$ cat config.mk
export PLATFORM = sky130hd
export DESIGN_NAME = fib_term_gen
export DESIGN_NICKNAME = d
export VERILOG_FILES = /design/src/rtl/fib_chk_pkg.sv /design/src/rtl/fib_term_gen.sv
export SDC_FILE = /design/constraint.sdc
export NUM_CORES = 1
export LEC_CHECK = 0
export CELL_PAD_IN_SITES_DETAIL_PLACEMENT = 1
export CELL_PAD_IN_SITES_GLOBAL_PLACEMENT = 2
export CORE_ASPECT_RATIO = 0.75
export CORE_MARGIN = 2
export CORE_UTILIZATION = 30
export CTS_CLUSTER_DIAMETER = 150
export CTS_CLUSTER_SIZE = 10
export DETAILED_ROUTE_END_ITERATION = 16
export GPL_ROUTABILITY_DRIVEN = 0
export PLACE_DENSITY = 0.81
export SLEW_MARGIN = 20
export SYNTH_ARGS = -nofsm -noshare
export SYNTH_HDL_FRONTEND = slang
export SYNTH_SLANG_ARGS = --single-unit
$ cat constraint.sdc
create_clock -name clk -period 3.3 [get_ports clk]
set_input_delay 0.33 -clock clk [delete_from_list [all_inputs] [get_ports clk]]
set_output_delay 0.33 -clock clk [all_outputs]
set_load 0.01 [all_outputs]
$ cat src/rtl/fib_chk_pkg.sv
// Shared types and constants for the Fibonacci write-back checker.
package fib_chk_pkg;

    typedef enum logic [1:0] {
        IDLE  = 2'd0,
        CHECK = 2'd1,
        DONE  = 2'd2
    } state_t;

    localparam int ERR_CNT_W = 8;
    localparam logic [ERR_CNT_W-1:0] ERR_CNT_MAX = '1;

endpackage

$ cat src/rtl/fib_term_gen.sv
// Purpose: two-register Fibonacci-style term generator (a, b), term = a.
// Latency: load/advance take effect on the next clock; term is registered.
// Backpressure: none; advances only when told to.
module fib_term_gen
    import fib_chk_pkg::*;
#(
    parameter int DATA_W = 32
) (
    input  logic              clk,
    input  logic              reset,
    input  logic              load,
    input  logic              advance,
    input  logic [DATA_W-1:0] seed0,
    input  logic [DATA_W-1:0] seed1,
    output logic [DATA_W-1:0] term
);

    logic [DATA_W-1:0] a;
    logic [DATA_W-1:0] b;

    // Sum wraps modulo 2^DATA_W by construction.
    always_ff @(posedge clk) begin
        if (reset || load) begin
            a <= seed0;
            b <= seed1;
        end else if (advance) begin
            a <= b;
            b <= a + b;
        end
    end

    assign term = a;

endmodule

# --- Yosys cells after proc, flatten, opt, wreduce, memory -nomap -nowiden ---
# Index checks and enable logic that the tools add are counted.
# W data, S select, Z words.
totals:
  reg_bits: 64
  input_bits: 68
  out_inout_bits: 32
classes:
  add_sub_neg: 1
  muxes: 4
  reduce_logical: 2
ops:
  columns: ["op", "count"]
  rows:
  - ["$mux W32", 4]
  - ["$add A32 B32 Y32", 1]
  - ["$reduce_bool A2 Y1", 1]
  - ["$logic_or A1 B1 Y1", 1]

# --- Longest topological paths before layout ---
# Gate-level depths: netlist of run 1.
depth:
  ltp_word: 3
  depth_mapped: 9

# --- Worst setup path before layout of run 1 ---
# OpenSTA, ideal clock, no wires.
synth_timing:
  kind: "reg2reg"
  start: "reg a[0] (netlist: term[0])"
  end: "reg b[24] (data pin)"
  arrival_ns: 2.292
  required_ns: 3.031
  slack_ns: 0.739
  path_stages_with_launch: 10
  n_path_buf: 0
  cell_sequence: "edfxtp_1 -> ha_1 -> fa_1 -> a211oi_1 -> o21ai_2 -> o2111ai_2 -> a41o_1 -> o31a_1 -> xor2_1 -> o21ai_0"
synth_between:
  elab_chain_cells: 3
synth_lines:
  columns: ["item", "line", "text"]
  rows:
  - ["start, declared", "fib_term_gen.sv:18", "logic [DATA_W-1:0] a;"]
  - ["start signal, assigned", "fib_term_gen.sv:24", "a <= seed0;"]
  - ["start signal, assigned", "fib_term_gen.sv:27", "a <= b;"]
  - ["$add A32 B32 Y32", "fib_term_gen.sv:28", "b <= a + b;"]
  - ["$mux W32", "fib_term_gen.sv:26", "end else if (advance) begin"]
  - ["$mux W32", "fib_term_gen.sv:23", "if (reset || load) begin"]
  - ["end signal, assigned", "fib_term_gen.sv:28", null]
  - ["end, declared", "fib_term_gen.sv:19", "logic [DATA_W-1:0] b;"]
# Every way passes these cells. The select of a mux whose other input is x is not followed.
# A chain may end at the register's enable or synchronous reset.

# --- Worst setup path after layout of run 1 ---
layout_timing:
  start: "reg b[0]"
  end: "reg b[24] (data pin)"
layout_between:
  elab_chain_cells: 3
layout_lines:
  columns: ["item", "line"]
  rows:
  - ["$add A32 B32 Y32", "fib_term_gen.sv:28"]
  - ["$mux W32", "fib_term_gen.sv:26"]
  - ["$mux W32", "fib_term_gen.sv:23"]
# Every way passes these cells. The select of a mux whose other input is x is not followed.

==> results by group, run 1 <==
Global route
  • Initial antenna violation count: 0
  • Vias in the first global route: 4502
  • Global-route wire length before repair: 23300 um
  • Global route overflow: 0
  • Gr usage total: 0.185
  • Largest net degree at the start of global routing: 45

Route
  • Total Wirelength: 14100 um
  • Final ANT Viol Nets: 0
  • Vias: 4187
  • Routed WL per cell: 17.3 um
  • Drt pass-1 iters: 4
  • DRC: 0
  • Vias per inst: 5.13
  • Initial DRC Count: 191

Worst setup path
  • Arrival @ worst endpoint: 2.96 ns
  • Required @ worst endpoint: 3.37 ns
  • CP Launch Type: register
  • CP Launch Point: b[0]
  • R2R Path Start: b[0]
  • Crit-path slowest cell: fa_1
  • CP cell instances: ha_1 > fa_1 > a211oi_1 > o21ai_2 > o2111ai_2 > a41o_1 > o31a_1 > xor2_1 > o21ai_0
  • Worst-path maximum fanout: 3
  • Setup CP Type: reg2reg
  • Top delay family on crit path: compound AO/OA/AOI/OAI gates
  • Critical path endpoint category: register
  • Max incr delay on CP: 0.43 ns
  • Buf/Inv on CP: 0

STA
  • Slew @ Worst Pin: 0.796 ns
  • Final setup fails: 0
  • Max Freq: 346 MHz
  • Fin crit share: 0.875
  • Final Hold Fails: 0
  • Max_slew headroom: 0.470
  • Post-layout min period: 2.89 ns
  • RSZ-0062 raised after global routing: no
  • Final setup TNS: 0 ns
  • Final Slew Violations: 0
  • Fin Clk Skew: 0.00915 ns

Cells and area
  • Final core utilization: 0.412
  • Layout cells sized above 1: 0.0455
  • Most common cell after layout, fill and taps aside: nand2_1
  • Final Net Count: 711
  • Layout area overhead: 33.3%
  • Most frequent cells in the layout: nand2_1, clkdlybuf4s50_1, edfxtp_1, o21ai_0, a21oi_1
  • Ant diodes: 0

Logic synthesis
  • Post-synthesis async set-or-reset flop share: 0
  • Register area share after synthesis: 0.425
  • Synthesis-stage register bit count: 64
  • Yosys Warn Count: 0
  • Share of the synthesized area in the top cell type: 0.425
  • Number of synthesized flops with an enable pin: 64
  • Syn Area/Cell: 8.67 sq um
  • Main synth FF type: edfxtp_1
  • Syn nets: 621
  • Synth top area cells: edfxtp_1, nand2_1, ha_1
  • Synthesized area: 4520 sq um
  • Leading area contributor after synthesis: edfxtp_1
  • Post-Syn Instances: 521
  • Synth cell types: 53

Pwr
  • Worst vdd ir: 0.241 mV
  • PwrDens: 553 nW/um^2
  • Final Power: 3.33 mW
  • Leak pwr: 2.46 nW

Worst hold path
  • Worst Hold Class: reg2reg
  • Worst min-delay path startpoint: b[3]

Floorplanning
  • Initial cell density of the core: 0.309
  • Row count: 38
  • Die Ht: 110 um
  • Top-Level Pins: 100
  • Die area: 16100 sq um
  • Die W: 146 um
  • Core ar.: 14600 sq um

Placed design
  • Hpwl dp: 10600 um
  • Port bufs: 99

Clock network
  • H-tree levels: 3
  • Cts bufs inserted: 9
  • Post-CTS sizing: 0
  • Sink Count: 64
  • CTS root buffer: clkbuf_16
  • Post-CTS Hold Buffers: 0
  • CTS tree: yes
  • Clock tree buffer depth: 2
  • Post-CTS setup buffers: 0
  • CTS clk-pin slew, worst paths: 0.06 ns
  • Worst-Skew Late Latency: 0.35 ns

Flow run
  • Max-Cap Viols: 0

Status
  • Status: completed
==> worst reg2reg max path, cell delays in order, from the launching register on <==
cell,delay [ns]
edfxtp_1,0.40
ha_1,0.25
fa_1,0.43
a211oi_1,0.33
o21ai_2,0.15
o2111ai_2,0.27
a41o_1,0.33
o31a_1,0.23
xor2_1,0.15
o21ai_0,0.08
==> synth_stat cells (4+ instances only) <==
cell        n
a21oi_1    36
ha_1       31
buf_1       4
edfxtp_1   64
nand2_1   154
xnor2_1     9
nor2_1     27
xor2_1     11
clkbuf_1   18
a211oi_1    6
nand4_1    12
o21ai_0    38
inv_1       5
o21a_1      5
a21o_1     14
or4_1       4
nand3_1    19
nor3_1      9
o211ai_1    5
==> metrics by stage <==
stage	setup slack [ns]	instances	area, sq um	hold WS (ns)
final	0.412	816	6020	0.552
after detailed placement	0.426	800	5730	0.542
after global routing	0.183	816	6020	0.581
after floorplan	0.739	521	4520	0.511
after global placement	0.507	800	5730	0.530
after CTS	0.398	816	6020	0.555
==> layout make-up <==
class	instances	area [sq um]
fillers	1729	8580
multi-input cells	427	2490
flip-flops and latches	64	1920
repair buffers	104	1050
well taps	200	250
clock buffers	9	225
clock inverters	7	62.6
inverters	5	18.8
==> worst paths after layout <==
| kind | slack, ns | to | depth (start not counted) |
|---|---|---|---|
| setup reg to reg | 0.41 | b[24] | 9 |
| hold reg to reg | 0.55 | term[3] | 2 |
| hold / removal | 0.55 | term[3] | 2 |
| setup / recovery | 0.41 | b[24] | 9 |
==> where the power goes <==
| part | switching (mW) | internal [mW] |
|---|---|---|
| sequential | 0.0713 | 1.04 |
| combinational | 0.739 | 0.538 |
| clock | 0.371 | 0.575 |
| total | 1.18 | 2.15 |
==> registers in the layout, summed over array words and instances (netlist names) <==
signal	flops
b	32
term	32
==> layer usage <==
| layer | track usage | wire length (um) | up-vias | share of wire |
|---|---|---|---|---|
| li1 | - | - | 2076 | - |
| met1 | 0.251 | 7270 | 2013 | 0.51 |
| met2 | 0.292 | 6040 | 81 | 0.43 |
| met3 | 0.0539 | 671 | 17 | 0.047 |
| met4 | 0.0483 | 156 | 0 | 0.011 |
| met5 | 0 | 0 | - | 0 |
==> kinds of logic (layout without fill, tap and decap cells) <==
group	after synthesis	after routing	synth area share
multiplexers	1	1	0.00222
adder cells (fa/ha/maj)	32	32	0.0903
AND/OR/NAND/NOR	242	242	0.229
buffers and inverters	30	125	0.0258
AO/OA/AOI/OAI	132	132	0.188
XOR/XNOR	20	20	0.0388
flip-flops	64	64	0.425
Note: power is estimated with default switching activity, not from simulation.
==> run 2: changes to the inputs <==
==> constraint.sdc (replaced) <==
create_clock -name clk -period 3.18 [get_ports clk]
set_input_delay 0.318 -clock clk [delete_from_list [all_inputs] [get_ports clk]]
set_output_delay 0.318 -clock clk [all_outputs]
set_load 0.01 [all_outputs]
==> results by group, run 2 (synthesis gave the netlist of run 1 again) <==
Status
  • Status: completed

Floorplanning
  • Die Ht: 110 um
  • Top-Level Pins: 100
  • Die area: 16100 sq um
  • Row count: 38
  • Die W: 146 um
  • Initial cell density of the core: 0.309
  • Core ar.: 14600 sq um

Global route
  • Initial antenna violation count: 0
  • Global route overflow: 0
  • Global-route wire length before repair: 22800 um
  • Gr usage total: 0.181
  • Vias in the first global route: 4500
  • Largest net degree at the start of global routing: 35

Clock network
  • H-tree levels: 3
  • CTS tree: yes
  • Post-CTS setup buffers: 0
  • Cts bufs inserted: 9
  • Worst-Skew Late Latency: 0.34 ns
  • CTS clk-pin slew, worst paths: 0.05 ns
  • Post-CTS sizing: 0
  • CTS root buffer: clkbuf_16
  • Clock tree buffer depth: 2
  • Post-CTS Hold Buffers: 0
  • Sink Count: 64

Cells and area
  • Filler cells: 1705
  • Most frequent cells in the layout: nand2_1, clkdlybuf4s50_1, edfxtp_1, o21ai_0, a21oi_1
  • Area of the multi-input gates: 2490 sq um
  • Ant diodes: 0
  • Post-route insts no fill: 817
  • Most common cell after layout, fill and taps aside: nand2_1
  • Final core utilization: 0.410
  • Final Instance Area: 5990 sq um
  • Sequential cell area: 1920 sq um
  • Layout cells sized above 1: 0.0421
  • Final Net Count: 714
  • Layout area overhead: 32.5%

Placed design
  • Placed Cells: 803
  • Hpwl dp: 10500 um
  • Port bufs: 99
  • Placed inst area: 5740 sq um

STA
  • Post-layout min period: 2.88 ns
  • Final Hold Fails: 0
  • Final setup TNS: 0 ns
  • Final setup fails: 0
  • Fin Clk Skew: 0.00768 ns
  • Max Freq: 348 MHz
  • Slew @ Worst Pin: 0.790 ns
  • RSZ-0062 raised after global routing: no
  • Max_slew headroom: 0.468
  • Fin crit share: 0.904
  • Final Slew Violations: 0

Worst setup path
  • CP Launch Type: register
  • Setup CP Type: reg2reg
  • Worst-path maximum fanout: 3
  • Critical path endpoint category: register
  • Arrival @ worst endpoint: 2.94 ns
  • Required @ worst endpoint: 3.24 ns

Route
  • Routed WL per cell: 17.0 um
  • Vias: 4190
  • Top Layer Used: met4
  • Drt pass-1 iters: 4
  • Vias per inst: 5.13
  • Total Wirelength: 13900 um
  • Met2 WL: 6020 um
  • WL met3: 644 um
  • Met1 wire length: 7070 um
  • DRC: 0
  • Final ANT Viol Nets: 0
  • Initial DRC Count: 162

Flow run
  • Max-Cap Viols: 0

Pwr
  • Worst vdd ir: 0.281 mV
  • Leak pwr: 2.45 nW
  • PwrDens: 556 nW/um^2
  • Final Power: 3.33 mW

Worst hold path
  • Worst Hold Class: reg2reg
==> run 2: critical path: stages, from the launching register on <==
cell,delay (ns)
edfxtp_1,0.40
ha_1,0.25
fa_1,0.42
a211oi_1,0.34
o21ai_2,0.16
o2111ai_2,0.26
a41o_1,0.32
o31a_1,0.22
xor2_1,0.15
o21ai_0,0.08
==> run 2: through the flow <==
| stage | setup slack [ns] | hold WS (ns) |
|---|---|---|
| finish | 0.304 | 0.552 |
| global route | 0.119 | 0.580 |
| CTS | 0.283 | 0.556 |
| detailed placement | 0.306 | 0.542 |
| global placement | 0.403 | 0.529 |
| floorplan | 0.619 | 0.499 |
==> run 2: final cells by class <==
type,count,area share
well taps,200,0.0418
inverters,5,0.00314
multi-input cells,427,0.416
clock buffers,11,0.0389
clock inverters,3,0.00188
flip-flops and latches,64,0.321
repair buffers,107,0.178
==> run 2: layer usage <==
metal  up-vias  global-route usage
met5         -                   0
met4         0              0.0609
met3         8              0.0440
met2        93               0.290
met1      2006               0.243
li1       2083                   -
==> run 2: power breakdown <==
part | internal [mW] | switching [mW] | leakage (nW)
clock network | 0.510 | 0.347 | 0.118
registers | 1.07 | 0.0716 | 0.675
logic | 0.560 | 0.764 | 1.66
total | 2.14 | 1.18 | 2.45
==> run 2: worst paths after layout <==
check,from,endpoint,slack [ns],cells past startpoint
setup / recovery,b[0],b[24],0.30,9
hold / removal,b[5],term[5],0.55,2
setup reg to reg,b[0],b[24],0.30,9
hold reg to reg,b[5],term[5],0.55,2
